--- config.mk ---
export PLATFORM = sky130hd
export DESIGN_NAME = picorv32_mem_arbiter
export DESIGN_NICKNAME = d
export VERILOG_FILES = /design/src/rtl/picorv32_mem_arbiter.sv
export SDC_FILE = /design/constraint.sdc
export NUM_CORES = 1
export LEC_CHECK = 0
export CELL_PAD_IN_SITES_DETAIL_PLACEMENT = 0
export CELL_PAD_IN_SITES_GLOBAL_PLACEMENT = 1
export CORE_MARGIN = 4
export CORE_UTILIZATION = 29
export CTS_CLUSTER_DIAMETER = 200
export DETAILED_ROUTE_END_ITERATION = 16
export GPL_TIMING_DRIVEN = 0
export PLACE_DENSITY = 0.89
export REMOVE_ABC_BUFFERS = 1
export SYNTH_ARGS = -nofsm -noshare
export SYNTH_HDL_FRONTEND = slang
export SYNTH_SLANG_ARGS = --single-unit
--- constraint.sdc ---
create_clock -name clk -period 5.8 [get_ports clk]
set_clock_uncertainty 0.2 [all_clocks]
set_input_delay 1.16 -clock clk [delete_from_list [all_inputs] [get_ports clk]]
set_output_delay 1.16 -clock clk [all_outputs]
set_load 0.02 [all_outputs]
--- src/rtl/picorv32_mem_arbiter.sv ---
// ---------------------------------------------------------------------------
// picorv32_mem_arbiter
//
// Shares one PicoRV32 native memory port between two requesters: requester 0
// (the core) and requester 1 (debug/DMA). A winning request is latched onto
// the downstream port and held there until the downstream side answers. The
// read data is then handed back with a one-cycle ready pulse. After every
// transfer the arbiter spends one forced release cycle, so the downstream
// adapter can drop its pending state before the next grant. Ties are broken
// round-robin. A watchdog ends a transfer that never completes and returns an
// error word together with an error pulse.
//
// Ports
//   clk        clock, all logic on the rising edge
//   reset      asynchronous, active-high reset
//   rq_valid   per-requester mem_valid, bit i belongs to requester i
//   rq_instr   per-requester mem_instr
//   rq_addr    requester i address at [32i+31:32i]
//   rq_wdata   requester i write data at [32i+31:32i]
//   rq_wstrb   requester i byte strobes at [4i+3:4i], zero means read
//   rq_ready   one-cycle completion pulse to requester i
//   rq_rdata   shared read-data bus, meaningful while any rq_ready bit is high
//   rq_err     one-cycle pulse alongside rq_ready when the transfer timed out
//   dn_valid   downstream mem_valid
//   dn_instr   downstream mem_instr
//   dn_addr    downstream mem_addr
//   dn_wdata   downstream mem_wdata
//   dn_wstrb   downstream mem_wstrb
//   dn_ready   downstream mem_ready
//   dn_rdata   downstream mem_rdata
//   grant_id   requester currently or most recently granted (debug)
//
// Parameters
//   TIMEOUT_CYCLES  cycles spent waiting before a forced completion, 0 disables
//   ERR_RDATA       read data returned on a forced completion
// ---------------------------------------------------------------------------
module picorv32_mem_arbiter #(
   parameter int unsigned TIMEOUT_CYCLES = 1024,
   parameter logic [31:0] ERR_RDATA      = 32'hDEAD_BEEF
) (
   input  logic        clk,
   input  logic        reset,
   input  logic [1:0]  rq_valid,
   input  logic [1:0]  rq_instr,
   input  logic [63:0] rq_addr,
   input  logic [63:0] rq_wdata,
   input  logic [7:0]  rq_wstrb,
   output logic [1:0]  rq_ready,
   output logic [31:0] rq_rdata,
   output logic [1:0]  rq_err,
   output logic        dn_valid,
   output logic        dn_instr,
   output logic [31:0] dn_addr,
   output logic [31:0] dn_wdata,
   output logic [3:0]  dn_wstrb,
   input  logic        dn_ready,
   input  logic [31:0] dn_rdata,
   output logic        grant_id
);

   localparam int unsigned WD_W = (TIMEOUT_CYCLES == 0) ? 1 : $clog2(TIMEOUT_CYCLES + 1);
   localparam bit WD_EN = (TIMEOUT_CYCLES != 0);
   localparam logic [WD_W-1:0] WD_LIMIT = WD_EN ? WD_W'(TIMEOUT_CYCLES - 1) : '0;
   localparam logic [WD_W-1:0] WD_SAT   = '1;

   typedef enum logic [1:0] {
      ST_IDLE,
      ST_BUSY,
      ST_RELEASE
   } state_t;

   state_t            state;
   state_t            state_nxt;
   logic              last;
   logic              last_nxt;
   logic [WD_W-1:0]   watchdog;
   logic [WD_W-1:0]   watchdog_nxt;
   logic              grant_nxt;
   logic              dn_valid_nxt;
   logic              dn_instr_nxt;
   logic [31:0]       dn_addr_nxt;
   logic [31:0]       dn_wdata_nxt;
   logic [3:0]        dn_wstrb_nxt;
   logic [1:0]        rq_ready_nxt;
   logic [1:0]        rq_err_nxt;
   logic [31:0]       rq_rdata_nxt;
   logic              pick;
   logic [1:0]        grant_mask;
   logic              timeout_hit;

   // One-hot view of the granted requester, used to steer the ready and
   // error pulses back to whoever owns the current transfer.
   assign grant_mask = grant_id ? 2'b10 : 2'b01;

   // The watchdog fires on the last waiting cycle it is allowed, so a hung
   // transfer completes exactly TIMEOUT_CYCLES cycles after its grant.
   assign timeout_hit = WD_EN && (watchdog == WD_LIMIT);

   // Next-state and next-output decisions. Every register holds its value by
   // default, except the ready/error pulses which fall back to zero so they
   // only ever last one cycle. In IDLE the requester to serve is the only
   // one asking, or on a tie the one that was not served last. In BUSY the
   // downstream answer takes priority over a watchdog expiry in the same
   // cycle, so a transfer that just made it is never reported as an error.
   always_comb begin
      state_nxt    = state;
      last_nxt     = last;
      watchdog_nxt = watchdog;
      grant_nxt    = grant_id;
      dn_valid_nxt = dn_valid;
      dn_instr_nxt = dn_instr;
      dn_addr_nxt  = dn_addr;
      dn_wdata_nxt = dn_wdata;
      dn_wstrb_nxt = dn_wstrb;
      rq_rdata_nxt = rq_rdata;
      rq_ready_nxt = 2'b00;
      rq_err_nxt   = 2'b00;
      pick         = 1'b0;

      case (state)
         ST_IDLE: begin
            dn_valid_nxt = 1'b0;
            if (rq_valid != 2'b00) begin
               pick         = (rq_valid == 2'b11) ? ~last : rq_valid[1];
               dn_valid_nxt = 1'b1;
               dn_instr_nxt = pick ? rq_instr[1]     : rq_instr[0];
               dn_addr_nxt  = pick ? rq_addr[63:32]  : rq_addr[31:0];
               dn_wdata_nxt = pick ? rq_wdata[63:32] : rq_wdata[31:0];
               dn_wstrb_nxt = pick ? rq_wstrb[7:4]   : rq_wstrb[3:0];
               grant_nxt    = pick;
               watchdog_nxt = '0;
               state_nxt    = ST_BUSY;
            end
         end

         ST_BUSY: begin
            if (dn_ready) begin
               rq_rdata_nxt = dn_rdata;
               rq_ready_nxt = grant_mask;
               dn_valid_nxt = 1'b0;
               last_nxt     = grant_id;
               state_nxt    = ST_RELEASE;
            end else if (timeout_hit) begin
               rq_rdata_nxt = ERR_RDATA;
               rq_ready_nxt = grant_mask;
               rq_err_nxt   = grant_mask;
               dn_valid_nxt = 1'b0;
               last_nxt     = grant_id;
               state_nxt    = ST_RELEASE;
            end else if (watchdog != WD_SAT) begin
               watchdog_nxt = watchdog + 1'b1;
            end
         end

         ST_RELEASE: begin
            dn_valid_nxt = 1'b0;
            state_nxt    = ST_IDLE;
         end

         default: begin
            dn_valid_nxt = 1'b0;
            state_nxt    = ST_IDLE;
         end
      endcase
   end

   // State and output registers. Reset drops any transfer in flight on the
   // spot without a completion pulse, and primes the round-robin pointer so
   // requester 0 wins the first tie.
   always_ff @(posedge clk or posedge reset) begin
      if (reset) begin
         state    <= ST_IDLE;
         last     <= 1'b1;
         watchdog <= '0;
         grant_id <= 1'b1;
         dn_valid <= 1'b0;
         dn_instr <= 1'b0;
         dn_addr  <= '0;
         dn_wdata <= '0;
         dn_wstrb <= '0;
         rq_rdata <= '0;
         rq_ready <= '0;
         rq_err   <= '0;
      end else begin
         state    <= state_nxt;
         last     <= last_nxt;
         watchdog <= watchdog_nxt;
         grant_id <= grant_nxt;
         dn_valid <= dn_valid_nxt;
         dn_instr <= dn_instr_nxt;
         dn_addr  <= dn_addr_nxt;
         dn_wdata <= dn_wdata_nxt;
         dn_wstrb <= dn_wstrb_nxt;
         rq_rdata <= rq_rdata_nxt;
         rq_ready <= rq_ready_nxt;
         rq_err   <= rq_err_nxt;
      end
   end

endmodule

==> results by group <==
Run status
  – Result of the run: finished clean

Detailed routing
  – Met3 routed wirelength: 1920 µm
  – Initial detailed-routing violation count: 136
  – Total wire length after detailed routing: 15,400 µm
  – Wire per inst: 15.7 µm
  – Number of iterations in the first detailed-routing pass: 4
  – Vias per inst: 4.57
  – Met2 Wirelength: 7410 µm
  – Number of nets with antenna violations after routing: 0
  – Post-detailed-route DRC marker count: 0
  – Via count: 4,477
  – Met1 routed wirelength after detailed routing: 5910 µm
  – Uppermost layer routed: met4

Worst setup path
  – Worst reg2reg path endpoint: rq_rdata[15]$_DFFE_PP0P_
  – Sort of element at the start of the critical path: input port
  – Arrival time at the worst endpoint: 3.11 ns
  – Setup slack of the most critical reg-to-reg path: 3.13 ns
  – Critical Setup Path Class: in2reg
  – FF-to-FF path depth: 6
  – Highest fanout seen on the critical path: 26
  – Required time reported for the critical path endpoint: 5.88 ns
  – Critical Path Slowest Stage Cell: sky130_fd_sc_hd__o21ai_1
  – Crit end category: flop
  – Cell chain of the critical path: clkdlybuf4s50_1 > o21ai_1 > inv_2 > o22a_1
  – Delay of the slowest critical-path stage: 0.73 ns
  – R2r startpoint: watchdog[0]$_DFFE_PP0P_

STA
  – Least-Margin Pin Slew: 0.879 ns
  – Worst relative slew slack: 41.0%
  – Fmax: 331 MHz
  – Final number of hold-violating endpoints: 0
  – Clock period minus worst slack: 3.02 ns
  – Final WS setup: 2.78 ns
  – Crit share post-route: 52.1%
  – Max Slew Vio Count: 0
  – Total of endpoints with negative setup slack in the final report: 0
  – Unrepaired setup endpoints after global routing: false

Finish
  – Share of final-layout standard cells stronger than drive strength 1: 6.62%
  – Core occupancy in the finished layout: 51.1%
  – Nets: 918
  – Most used cells in the layout excluding fill and tap cells: 281 x sky130_fd_sc_hd__clkdlybuf4s50_1, 119 x sky130_fd_sc_hd__dfrtp_1, 78 x sky130_fd_sc_hd__nand2_1
  – Non-filler cells, final: 980
  – Commonest non-fill, non-tap cell in the layout: sky130_fd_sc_hd__clkdlybuf4s50_1
  – Antenna diode count: 0
  – Layout overhead on the synthesized area: 70.8%

Global routing
  – Remaining global-route overflow: 0
  – Pin count of the biggest net entering global routing: 68
  – Overall fraction of global-route tracks in use: 15.2%
  – Number of global-route vias before repair: 4,585
  – Wire length of the first global-routing pass: 24,000 µm
  – Number of antenna violations at the first check in global routing: 0

Floorplan
  – Die width: 142 µm
  – Top-level port count: 282
  – Die Footprint: 20,200 µm²
  – CORE AREA: 17,500 µm²
  – Placement row count: 48
  – Starting Density: 29.9%
  – Y dimension of the die: 142 µm

Placed design
  – Dpl ws: 2.31 ns
  – GP Congestion: 0.736
  – Number of placed cells counting well taps: 948
  – Half-perimeter wire length of the detailed placement result: 11,700 µm
  – # port buffers: 281

Yosys
  – Count of state elements after synthesis: 121
  – Fraction of synthesized cell area taken by the top area cell type: 57.0%
  – Mean cell area of the mapped netlist: 11.2 µm²
  – Count of cell types in the netlist: 43
  – Share of synthesized registers carrying an async set or reset: 100%
  – Area contributors post-synth: sky130_fd_sc_hd__dfrtp_1 57%, sky130_fd_sc_hd__mux2i_1 13%, sky130_fd_sc_hd__o21ai_0 7.1%
  – Sequential-to-total area share from yosys stat: 58.0%
  – Synth warnings: 0
  – Number of instances in the synthesized netlist: 467
  – Mapped cell area: 5230 µm²
  – Cell taking the most area after synthesis: sky130_fd_sc_hd__dfrtp_1
  – Number of enable-type register cells in the synthesized netlist: 0
  – Main synth FF type: sky130_fd_sc_hd__dfrtp_1

Clocking
  – Post-CTS Repair Setup Buffers: 0
  – Post-CTS clock slew at the launch and capture registers of the worst setup and hold paths: 0.06 ns
  – TritonCTS clock tree: done
  – Buffer type at the clock tree root: sky130_fd_sc_hd__clkbuf_16
  – Hold-fix buffers at CTS: 0
  – H-tree lvl count: 4
  – Number of buffers on the longest clock path: 2
  – Number of gates resized after CTS: 0
  – Insertion delay of the later-clocked pin in the worst-skew pair: 0.40 ns
  – Number of clock sinks: 121
  – Total clock buffers created by CTS: 17

Pwr
  – Power density over the cells: 511 nW/µm²
  – Max IR drop VDD: 240 µV
  – Standby leakage power: 3.80 nW

Worst hold path
  – Worst Hold Depth: 2
  – Hold path startpoint: dn_wdata[10]$_DFFE_PP0P_
  – Tightest Hold Check Type: reg2reg
  – Worst Hold End: dn_wdata[10]$_DFFE_PP0P_

Run
  – MaxCap Viol Count: 0
cell usage after synthesis (2+ instances only):
master,count
sky130_fd_sc_hd__nor3_1,2
sky130_fd_sc_hd__dfstp_2,2
sky130_fd_sc_hd__nor2_1,8
sky130_fd_sc_hd__buf_4,3
sky130_fd_sc_hd__inv_1,3
sky130_fd_sc_hd__nand4_1,2
sky130_fd_sc_hd__a31oi_1,2
sky130_fd_sc_hd__o211ai_1,3
sky130_fd_sc_hd__buf_2,13
sky130_fd_sc_hd__nor2b_1,2
sky130_fd_sc_hd__mux2i_1,69
sky130_fd_sc_hd__a22o_1,9
sky130_fd_sc_hd__o21ai_0,74
sky130_fd_sc_hd__and2_1,4
sky130_fd_sc_hd__o22a_1,24
sky130_fd_sc_hd__clkbuf_1,15
sky130_fd_sc_hd__nand3_1,9
sky130_fd_sc_hd__nand2_1,78
sky130_fd_sc_hd__dfrtp_1,119
sky130_fd_sc_hd__o21ai_1,2
sky130_fd_sc_hd__and3_1,2
final cells by class:
class / instances / area, µm²
clock inverter: 12 / 125
sequential: 121 / 3030
clock buffer: 20 / 447
timing repair buffer: 288 / 2970
fill: 1606 / 8550
multi-input combinational: 310 / 2060
inverter: 4 / 20.0
tap: 225 / 282
state kept, by name, summed over array words and instances (netlist names):
name and count:
watchdog 11, dn_instr 1, last 1, rq_rdata 32, rq_err 2, state 2
rq_ready 2, dn_wstrb 4, dn_wdata 32, dn_valid 1, grant_id 1, dn_addr 32
power breakdown:
group          switching, W  internal (W)
combinational       0.00108       0.00101
clock              0.000379      0.000641
sequential         0.000213       0.00123
critical path: cells and delay by family:
family,cells,cell delay [ns]
AOI/OAI and AO/OA,2,1.03
buffers and inverters,2,0.90
logic make-up (layout without fill, tap and decap cells):
group	after synthesis	in the layout	synth area share, %
AO/OA/AOI/OAI	122	122	14.9
flip-flops	121	121	58.0
AND/OR/NAND/NOR	117	117	10.2
multiplexers	70	70	13.5
buffers and inverters	36	324	3.11
adder cells (fa/ha/maj)	1	1	0.239
through the flow:
stage	hold slack [ns]	total power, W	instance area [µm²]	setup TNS [ns]
2_1_floorplan	0.287	0.00255	5080	-265.88
3_5_place_dp	0.269	0.00359	8360	0
5_1_grt	0.292	0.00488	8930	0
3_3_place_gp	0.259	0.00363	8170	-618.37
4_1_cts	0.281	0.00465	8930	0
6_report	0.275	0.00457	8930	0
metal layers:
layer	global-route usage, %	vias up
li1	-	2218
met1	17.1	2044
met2	25.1	204
met3	7.93	11
met4	4.60	0
met5	0	-
worst max path at each step:
| stage | to | depth (start not counted) | from |
|---|---|---|---|
| floorplan | dn_addr[0]$_DFFE_PP0P_ | 3 | rq_valid[1] |
| global placement | dn_wstrb[3]$_DFFE_PP0P_ | 4 | rq_valid[1] |
| detailed placement | rq_rdata[15]$_DFFE_PP0P_ | 4 | dn_ready |
| CTS | rq_rdata[15]$_DFFE_PP0P_ | 4 | dn_ready |
| global route | rq_rdata[19]$_DFFE_PP0P_ | 4 | dn_ready |
| finish | rq_rdata[15]$_DFFE_PP0P_ | 4 | dn_ready |
(Power assumes the default switching activity.)
